==> src/rtl/writeback_stage_reg_if.sv <==
// Bundle of the writeback stage's pipeline-side inputs and register-file/forwarding outputs.
interface writeback_stage_reg_if #(
  parameter int XLEN    = 32,
  parameter int NUM_SRC = 4,
  parameter int SEL_W   = $clog2(NUM_SRC),
  parameter int CNT_W   = 32
);
  logic                    i_stall;
  logic                    i_flush;
  logic                    i_valid;
  logic [31:0]             i_inst;
  logic [NUM_SRC*XLEN-1:0] i_src_data;
  logic [SEL_W-1:0]        i_wb_sel;
  logic                    i_rd_wren;

  logic [XLEN-1:0]         o_wb_data;
  logic [4:0]              o_rd_addr;
  logic                    o_rd_wren;
  logic                    o_fwd_valid;
  logic                    o_valid;
  logic                    o_ctrl;
  logic [CNT_W-1:0]        o_instret_cnt;
  logic [CNT_W-1:0]        o_ctrl_cnt;

  modport master (
    output i_stall, i_flush, i_valid, i_inst, i_src_data, i_wb_sel, i_rd_wren,
    input  o_wb_data, o_rd_addr, o_rd_wren, o_fwd_valid, o_valid, o_ctrl,
           o_instret_cnt, o_ctrl_cnt
  );

  modport slave (
    input  i_stall, i_flush, i_valid, i_inst, i_src_data, i_wb_sel, i_rd_wren,
    output o_wb_data, o_rd_addr, o_rd_wren, o_fwd_valid, o_valid, o_ctrl,
           o_instret_cnt, o_ctrl_cnt
  );
endinterface

==> src/rtl/writeback_stage_reg.sv <==
// MEM/WB pipeline register with sub-word load extraction, writeback source select
// and retired / control-transfer instruction counters.
module writeback_stage_reg #(
  parameter int XLEN    = 32,
  parameter int NUM_SRC = 4,
  parameter int SEL_W   = $clog2(NUM_SRC),
  parameter int CNT_W   = 32
) (
  input logic                 i_clk,
  input logic                 i_reset,
  writeback_stage_reg_if.slave bus
);
  localparam logic [6:0] OP_LOAD = 7'h03;
  localparam logic [6:0] OP_BR   = 7'h63;
  localparam logic [6:0] OP_JAL  = 7'h6F;
  localparam logic [6:0] OP_JALR = 7'h67;
  localparam logic [SEL_W:0] SRC_LIMIT = (SEL_W + 1)'(NUM_SRC);

  logic                    valid_q;
  logic [31:0]             inst_q;
  logic [NUM_SRC*XLEN-1:0] src_q;
  logic [SEL_W-1:0]        sel_q;
  logic                    rd_wren_q;
  logic [1:0]              ld_off_q;
  logic [CNT_W-1:0]        instret_q;
  logic [CNT_W-1:0]        ctrl_cnt_q;

  logic [6:0]      opcode;
  logic [4:0]      rd;
  logic            sel_ok;
  logic            is_ctrl;
  logic            retire;
  logic [XLEN-1:0] word0;
  logic [7:0]      ld_byte;
  logic [15:0]     ld_half;
  logic [XLEN-1:0] ld_data;
  logic [XLEN-1:0] src_sel;
  logic            unused_inst_bits;

  // Flush clears every field so a bubble can never look like a write to x0 or a load.
  always_ff @(posedge i_clk) begin
    if (!i_reset || bus.i_flush) begin
      valid_q   <= 1'b0;
      inst_q    <= '0;
      src_q     <= '0;
      sel_q     <= '0;
      rd_wren_q <= 1'b0;
      ld_off_q  <= '0;
    end else if (!bus.i_stall) begin
      valid_q   <= bus.i_valid;
      inst_q    <= bus.i_inst;
      src_q     <= bus.i_src_data;
      sel_q     <= bus.i_wb_sel;
      rd_wren_q <= bus.i_rd_wren;
      ld_off_q  <= bus.i_src_data[XLEN +: 2];
    end
  end

  assign retire = valid_q & ~bus.i_stall & ~bus.i_flush;

  always_ff @(posedge i_clk) begin
    if (!i_reset) begin
      instret_q  <= '0;
      ctrl_cnt_q <= '0;
    end else if (retire) begin
      instret_q <= instret_q + CNT_W'(1);
      if (is_ctrl) ctrl_cnt_q <= ctrl_cnt_q + CNT_W'(1);
    end
  end

  assign opcode           = inst_q[6:0];
  assign rd               = inst_q[11:7];
  assign unused_inst_bits = ^inst_q[31:15];
  assign sel_ok           = ({1'b0, sel_q} < SRC_LIMIT);
  assign is_ctrl          = valid_q & ((opcode == OP_BR) | (opcode == OP_JAL) | (opcode == OP_JALR));

  assign word0   = src_q[XLEN-1:0];
  assign ld_byte = word0[{ld_off_q, 3'b000} +: 8];
  assign ld_half = word0[{ld_off_q[1], 4'b0000} +: 16];

  always_comb begin
    ld_data = word0;
    case (inst_q[14:12])
      3'b000:  ld_data = {{(XLEN-8){ld_byte[7]}}, ld_byte};
      3'b001:  ld_data = {{(XLEN-16){ld_half[15]}}, ld_half};
      3'b100:  ld_data = {{(XLEN-8){1'b0}}, ld_byte};
      3'b101:  ld_data = {{(XLEN-16){1'b0}}, ld_half};
      default: ld_data = word0;
    endcase
  end

  // Out-of-range selects match no source and fall through to zero.
  always_comb begin
    src_sel = '0;
    for (int k = 0; k < NUM_SRC; k++) begin
      if (sel_q == SEL_W'(k)) src_sel = src_q[k*XLEN +: XLEN];
    end
  end

  assign bus.o_wb_data     = !sel_ok ? '0 :
                             ((opcode == OP_LOAD) && (sel_q == '0)) ? ld_data : src_sel;
  assign bus.o_rd_addr     = rd;
  assign bus.o_rd_wren     = valid_q & rd_wren_q & (rd != 5'd0) & sel_ok;
  assign bus.o_fwd_valid   = bus.o_rd_wren;
  assign bus.o_valid       = valid_q;
  assign bus.o_ctrl        = is_ctrl;
  assign bus.o_instret_cnt = instret_q;
  assign bus.o_ctrl_cnt    = ctrl_cnt_q;
endmodule

==> src/flat_wrapper.sv <==
// flat-port wrapper written by rule: the top's interface ports become plain ports
module writeback_stage_reg_flat 
#(
  parameter int XLEN    = 32,
  parameter int NUM_SRC = 4,
  parameter int SEL_W   = $clog2(NUM_SRC),
  parameter int CNT_W   = 32
)
  (i_clk, i_reset, bus_i_stall, bus_i_flush, bus_i_valid, bus_i_inst, bus_i_src_data, bus_i_wb_sel, bus_i_rd_wren, bus_o_wb_data, bus_o_rd_addr, bus_o_rd_wren, bus_o_fwd_valid, bus_o_valid, bus_o_ctrl, bus_o_instret_cnt, bus_o_ctrl_cnt);
  writeback_stage_reg_if #(.XLEN(XLEN), .NUM_SRC(NUM_SRC), .SEL_W(SEL_W), .CNT_W(CNT_W)) bus_i ();
  input logic i_clk;
  input logic i_reset;
  input wire logic [$bits(bus_i.i_stall)-1:0] bus_i_stall;
  input wire logic [$bits(bus_i.i_flush)-1:0] bus_i_flush;
  input wire logic [$bits(bus_i.i_valid)-1:0] bus_i_valid;
  input wire logic [$bits(bus_i.i_inst)-1:0] bus_i_inst;
  input wire logic [$bits(bus_i.i_src_data)-1:0] bus_i_src_data;
  input wire logic [$bits(bus_i.i_wb_sel)-1:0] bus_i_wb_sel;
  input wire logic [$bits(bus_i.i_rd_wren)-1:0] bus_i_rd_wren;
  output wire logic [$bits(bus_i.o_wb_data)-1:0] bus_o_wb_data;
  output wire logic [$bits(bus_i.o_rd_addr)-1:0] bus_o_rd_addr;
  output wire logic [$bits(bus_i.o_rd_wren)-1:0] bus_o_rd_wren;
  output wire logic [$bits(bus_i.o_fwd_valid)-1:0] bus_o_fwd_valid;
  output wire logic [$bits(bus_i.o_valid)-1:0] bus_o_valid;
  output wire logic [$bits(bus_i.o_ctrl)-1:0] bus_o_ctrl;
  output wire logic [$bits(bus_i.o_instret_cnt)-1:0] bus_o_instret_cnt;
  output wire logic [$bits(bus_i.o_ctrl_cnt)-1:0] bus_o_ctrl_cnt;
  assign bus_i.i_stall = bus_i_stall;
  assign bus_i.i_flush = bus_i_flush;
  assign bus_i.i_valid = bus_i_valid;
  assign bus_i.i_inst = bus_i_inst;
  assign bus_i.i_src_data = bus_i_src_data;
  assign bus_i.i_wb_sel = bus_i_wb_sel;
  assign bus_i.i_rd_wren = bus_i_rd_wren;
  assign bus_o_wb_data = bus_i.o_wb_data;
  assign bus_o_rd_addr = bus_i.o_rd_addr;
  assign bus_o_rd_wren = bus_i.o_rd_wren;
  assign bus_o_fwd_valid = bus_i.o_fwd_valid;
  assign bus_o_valid = bus_i.o_valid;
  assign bus_o_ctrl = bus_i.o_ctrl;
  assign bus_o_instret_cnt = bus_i.o_instret_cnt;
  assign bus_o_ctrl_cnt = bus_i.o_ctrl_cnt;
  writeback_stage_reg #(.XLEN(XLEN), .NUM_SRC(NUM_SRC), .SEL_W(SEL_W), .CNT_W(CNT_W)) u_core (.i_clk(i_clk), .i_reset(i_reset), .bus(bus_i));
endmodule
==> config.mk <==
export PLATFORM = sky130hd
export DESIGN_NAME = writeback_stage_reg_flat
export DESIGN_NICKNAME = d
export VERILOG_FILES = /design/src/rtl/writeback_stage_reg_if.sv /design/src/rtl/writeback_stage_reg.sv /design/src/flat_wrapper.sv
export SDC_FILE = /design/constraint.sdc
export NUM_CORES = 1
export LEC_CHECK = 0
export BUFFER_PORTS_ARGS = -buffer_cell sky130_fd_sc_hd__buf_2
export CAP_MARGIN = 20
export CELL_PAD_IN_SITES_DETAIL_PLACEMENT = 1
export CELL_PAD_IN_SITES_GLOBAL_PLACEMENT = 2
export CORE_UTILIZATION = 35
export CTS_BUF_LIST = sky130_fd_sc_hd__clkbuf_8
export DETAILED_ROUTE_END_ITERATION = 8
export PLACE_DENSITY_LB_ADDON = 0.08
export SYNTH_ARGS = -nofsm -noshare
export SYNTH_HDL_FRONTEND = slang
export SYNTH_SLANG_ARGS = --single-unit
==> constraint.sdc <==
create_clock -name i_clk -period 8.5 [get_ports i_clk]
set_input_delay 2.55 -clock i_clk [delete_from_list [all_inputs] [get_ports i_clk]]
set_output_delay 2.55 -clock i_clk [all_outputs]
set_load 0.1 [all_outputs]
# Yosys cells after proc, flatten, opt, wreduce, memory -nomap -nowiden
# Cells that the tools add are included.
[classes]
addsub = 2
eq_ne = 10
shifts = 2
mux = 6
bitwise_logic = 9
reduce_logical = 7
[op_table]
columns = ["cell", "count"]
rows = [
  ["32-bit two-way mux", 5],
  ["32-bit case mux with 4 select lines", 1],
  ["32-bit by 1-bit adder with 32-bit output, second input constant", 2],
  ["32-bit by 6-bit indexed part select with 16-bit output", 1],
  ["32-bit by 6-bit indexed part select with 8-bit output", 1],
  ["7-bit equality test, second input constant", 3],
  ["7-bit by 2-bit equality test with 1-bit output, second input constant", 1],
  ["3-bit equality test, second input constant", 2],
  ["1-bit AND", 5],
  ["5-bit nonzero test", 1],
  ["2-bit equality test, second input constant", 2],
  ["3-bit by 1-bit equality test with 1-bit output, second input constant", 1],
  ["3-bit logical NOT", 1],
  ["2-bit by 1-bit equality test with 1-bit output, second input constant", 1],
  ["2-bit logical NOT", 1],
  ["1-bit inverter", 2],
  ["1-bit bitwise OR", 2],
  ["2-bit AND reduction", 1],
  ["1-bit logical AND", 1],
  ["1-bit logical NOT", 1],
  ["1-bit logical OR", 1],
]
[totals]
reg_bits = 213
inputBits = 168
out_inout_bits = 105

# Depth between registers and ports, before layout
[depth]
word_depth = 6
ltp_mapped = 7
depth_no_buf = 5

# Least setup slack after synthesis
# OpenSTA, ideal clock, no wires.
[synth_path]
path_type = "register -> output"
start = "register u_core.sel_q[0]"
end = "output bus_o_wb_data[4]"
t_arrival_ps = 4098
required_ps = 5950
slack_ps = 1852
stages_incl_launch_ff = 7
path_buffers = 3
path_cell_list = "dfxtp_1 -> buf_4 -> or4_1 -> or4_1 -> clkbuf_1 -> clkbuf_1 -> o31ai_1"
[synth_between]
elab_chain_cells = 6
elab_cells_between_ends = 10
cone_classes = "eq/ne: 3; mux: 5; reduce/logical: 2"
[synth_rtl]
columns = ["element", "line_no", "text"]
rows = [
  ["start: declaration", "writeback_stage_reg.sv:22", "logic [SEL_W-1:0] sel_q;"],
  ["start signal: assignment", "writeback_stage_reg.sv:53", "sel_q <= bus.i_wb_sel;"],
  ["2-bit logical NOT", "writeback_stage_reg.sv:96, writeback_stage_reg.sv:101", ""],
  ["32-bit two-way mux (4 in a row)", "writeback_stage_reg.sv:96", "if (sel_q == SEL_W'(k)) src_sel = src_q[k*XLEN +: XLEN];"],
  ["32-bit two-way mux (*)", "writeback_stage_reg.sv:101", "((opcode == OP_LOAD) && (sel_q == '0)) ? ld_data : src_sel;"],
  ["end: declaration", "flat_wrapper.sv:20", "output wire logic [$bits(bus_i.o_wb_data)-1:0] bus_o_wb_data;"],
]
# Every way passes the cells marked *; elsewhere a longest branch is shown, timed or not.

# Worst setup path after layout
[layout_path]
start = "register u_core.sel_q[1]"
end = "output bus_o_wb_data[16]"
# Same word-level chain as after synthesis.

==> metrics.txt <==
status=finished, final reports clean; area taken by multi-input logic gates=5430 µm²; final-layout setup total negative slack=0 ps; category of the worst setup path capture point=primary output; cts hold-fix bufs=0; worst max-slew margin expressed relative to the limit=0.264; Congestion Overflow GR=0; Slew Viols, Final=0; DIE WIDTH=between 150 and 200 µm; detailed router's first-iteration violation count=between 300 and 400; remaining design rule violation count=0; number of placement rows=61; overall power=approximately 0.0023 W; number of nets in the finished design=1460; number of maximum-capacitance violations=0; combinational fraction of design power=0.103; slowest stage delay, CP=980 ps; drt via density=5.14; Routability Congestion=0.758; clock net sink count=211; wire length of the first global-routing pass=48.4 mm; arrival time of the worst setup path=4040 ps; element type at the critical path start=flop; most common library cell in the layout ignoring fill and taps=sky130_fd_sc_hd__buf_2; top cell family by delay on the critical path=simple AND/OR/NAND/NOR gates; Global Route met2 Usage=0.348; area of the core region=between 20000 and 30000 µm²; synthesized area divided by synthesized cell count=9.43 µm²; via count of the first global-routing pass=slightly below 9k; final-layout fill cell count=3321; number of antenna violations at the first check in global routing=15; cell with the most instances on the worst path=sky130_fd_sc_hd__or4_1; DR pass1 iterations=5; H-tree Lvls=2; register bit total from synthesis=211; number of gates resized after CTS=0; Netlist cell types=41; Internal Dissipation=0.00167 W; M1 GR Usage=0.262; worst min-delay path category=flop to flop; estimated wirelength of the detail-placed design=roughly 21 mm; hold violation count in the final report=0; CP bufs+invs=2; clock transition time at the flip-flop clock pins of the worst setup and hold paths=50 ps; combined global-route utilization of all metal layers=0.209; worst clock skew on the final layout=12.2 ps; met3 capacity usage during global routing=0.0674; worst-path maximum fanout=65; fraction of the cycle the final worst path needs=0.775; Max Fclk=152 MHz; data required time at the worst endpoint=5950 ps; Cell Pwr Density=183 nW/µm²; total clock buffers created by CTS=42; number of enable-type register cells in the synthesized netlist=0; Total Die Area=29400 µm²; busiest layer in global routing=met2; worst ir drop on vdd=around 0.11 mV; switching power of the nets=0.000592 W; area overhead of the layout relative to synthesis=23.2%; number of I/O port buffers=255; ratio of cells with drive above 1 in the final layout=0.281; maximum number of pins on one net before global-route repair=96; critical path cell sequence=or4_1 > or4_2 > buf_4 > or4_1 > o211ai_1 > buf_2; clock network fraction of design power=0.441; switching fraction of total power=0.262; clock tree from TritonCTS=yes; Die Y=171 µm; type of the worst setup path=flop to primary output; routed wire length=30.9 mm; clock insertion delay at the later pin of the skew report=~530 ps; Root Driver=sky130_fd_sc_hd__clkbuf_8; part of the total power dissipated in sequential elements=0.456; measured slew at the worst slew-check pin=about 1100 ps; number of antenna-violating nets in the routed design=0; Syn Nets=between 1k and 1.5k; vias after detailed routing=8766; wire per inst=~18 µm; buffer depth of the longest clock path=3; Finish-stage setup viols=0; unrepaired setup endpoints after global routing=false; static leakage power=5.29 nW; cells after synthesis=1066; cell with the largest stage delay on the worst path=sky130_fd_sc_hd__or4_1; most instantiated flip-flop cell in the synthesis netlist=sky130_fd_sc_hd__dfxtp_1; Yosys warning count=0; total standard cell area after synthesis=10100 µm²; Initial Utilization=0.359; part of the Yosys area used for sequential elements=0.420; number of ports placed on the die boundary=273; highest-count cells in the layout ignoring fill and taps=254 x sky130_fd_sc_hd__buf_2, 209 x sky130_fd_sc_hd__dfxtp_1, 171 x sky130_fd_sc_hd__mux2i_1, 166 x sky130_fd_sc_hd__nor2_1, 92 x sky130_fd_sc_hd__nand2_1; Final min period=6590 ps; Seq. cell area=4230 µm²; share of synthesized flip-flops with an asynchronous set or reset=0; Setup Buffers After CTS=0
state kept, by name, summed over array words and instances (netlist names):
register                  flops
u_core.bus.o_ctrl_cnt        32
u_core.bus.o_instret_cnt     32
u_core.bus.o_valid            1
u_core.inst_q                15
u_core.ld_off_q               1
u_core.rd_wren_q              1
u_core.sel_q                  2
u_core.src_q                127
worst reg2reg max path, cell delays in order (launching register included):
cell	delay [ps]
sky130_fd_sc_hd__dfxtp_1	440
sky130_fd_sc_hd__nor3b_2	200
sky130_fd_sc_hd__buf_4	260
sky130_fd_sc_hd__nand4_1	590
sky130_fd_sc_hd__or4_1	700
sky130_fd_sc_hd__a21oi_1	160
Yosys cell counts, types with 2 or more instances:
master / instances / area share
sky130_fd_sc_hd__a21o_1: 2 / 0.0015
sky130_fd_sc_hd__ha_1: 2 / 0.0025
sky130_fd_sc_hd__buf_4: 7 / 0.0052
sky130_fd_sc_hd__mux2i_1: 171 / 0.17
sky130_fd_sc_hd__nand3b_1: 8 / 0.0060
sky130_fd_sc_hd__nand2_1: 92 / 0.034
sky130_fd_sc_hd__inv_1: 11 / 0.0041
sky130_fd_sc_hd__o211ai_2: 10 / 0.012
sky130_fd_sc_hd__and3_1: 6 / 0.0037
sky130_fd_sc_hd__or4_1: 32 / 0.024
sky130_fd_sc_hd__o211ai_1: 6 / 0.0045
sky130_fd_sc_hd__a21oi_1: 48 / 0.024
sky130_fd_sc_hd__o31ai_1: 34 / 0.025
sky130_fd_sc_hd__nand4_1: 18 / 0.011
sky130_fd_sc_hd__buf_6: 2 / 0.0022
sky130_fd_sc_hd__o21ai_0: 22 / 0.011
sky130_fd_sc_hd__nand2b_1: 12 / 0.0075
sky130_fd_sc_hd__or3_1: 15 / 0.0093
sky130_fd_sc_hd__and2_1: 2 / 0.0012
sky130_fd_sc_hd__mux4_2: 33 / 0.074
sky130_fd_sc_hd__nand3_1: 19 / 0.0095
sky130_fd_sc_hd__xnor2_1: 3 / 0.0026
sky130_fd_sc_hd__buf_1: 12 / 0.0045
sky130_fd_sc_hd__or2_2: 2 / 0.0012
sky130_fd_sc_hd__nor4_1: 11 / 0.0068
sky130_fd_sc_hd__nor2_1: 166 / 0.062
sky130_fd_sc_hd__o22ai_1: 8 / 0.0050
sky130_fd_sc_hd__clkbuf_1: 63 / 0.024
sky130_fd_sc_hd__xor2_1: 7 / 0.0061
sky130_fd_sc_hd__and4_1: 12 / 0.010
sky130_fd_sc_hd__dfxtp_1: 211 / 0.42
sky130_fd_sc_hd__nor2b_1: 10 / 0.0062
stage by stage:
step                area [µm²]   util  hold WS, ps  instances  worst slack (ps)
detailed placement       11500  0.412          464       1623              2420
finish                   12400  0.442          466       1704              1910
global placement         11500  0.412          450       1623              2430
CTS                      12300  0.440          473       1694              1830
global route             12400  0.441          507       1697              1720
floorplan                10100      -          454       1066              1850
layer usage:
| layer | wire (µm) | share of wire |
|---|---|---|
| met5 | 84 | 0.0027 |
| met4 | 385 | 0.012 |
| met3 | 2330 | 0.075 |
| met2 | 14400 | 0.47 |
| met1 | 13700 | 0.44 |
final timing paths:
path | startpoint | end | slack, ps | cells after the start
setup / recovery | u_core.sel_q[1] | bus_o_wb_data[16] | 1910 | 6
hold / removal | u_core.bus.o_ctrl_cnt[31] | u_core.bus.o_ctrl_cnt[31] | 470 | 2
setup reg to reg | u_core.bus.o_valid | u_core.bus.o_instret_cnt[24] | 6080 | 5
hold reg to reg | u_core.bus.o_ctrl_cnt[31] | u_core.bus.o_ctrl_cnt[31] | 470 | 2
cell families after synthesis:
group           share of synthesized area
simple gates                        0.196
flops                               0.420
mux                                 0.245
compound gates                     0.0871
buf+inv                            0.0405
xor+xnor                          0.00871
fa+ha+maj                         0.00249
cell type report:
cell class              count  share of cell area
well taps                 378              0.0382
clock inverters            20             0.00839
diodes                      9             0.00182
multi-input cells         758               0.439
repair buffers            265               0.111
inverters                  12             0.00364
flip-flops and latches    211               0.341
clock buffers              51              0.0567
power groups by stage:
stage | Combinational, W | Clock (W) | Sequential [W]
CTS | 0.000234 | 0.00104 | 0.00103
detailed placement | 0.000234 | 0 | 0.00105
global placement | 0.000231 | 0 | 0.00105
floorplan | 0.000168 | 0 | 0.00105
global route | 0.000252 | 0.00109 | 0.00103
finish | 0.000233 | 0.000997 | 0.00103
Note: power is estimated with default switching activity, not from simulation.
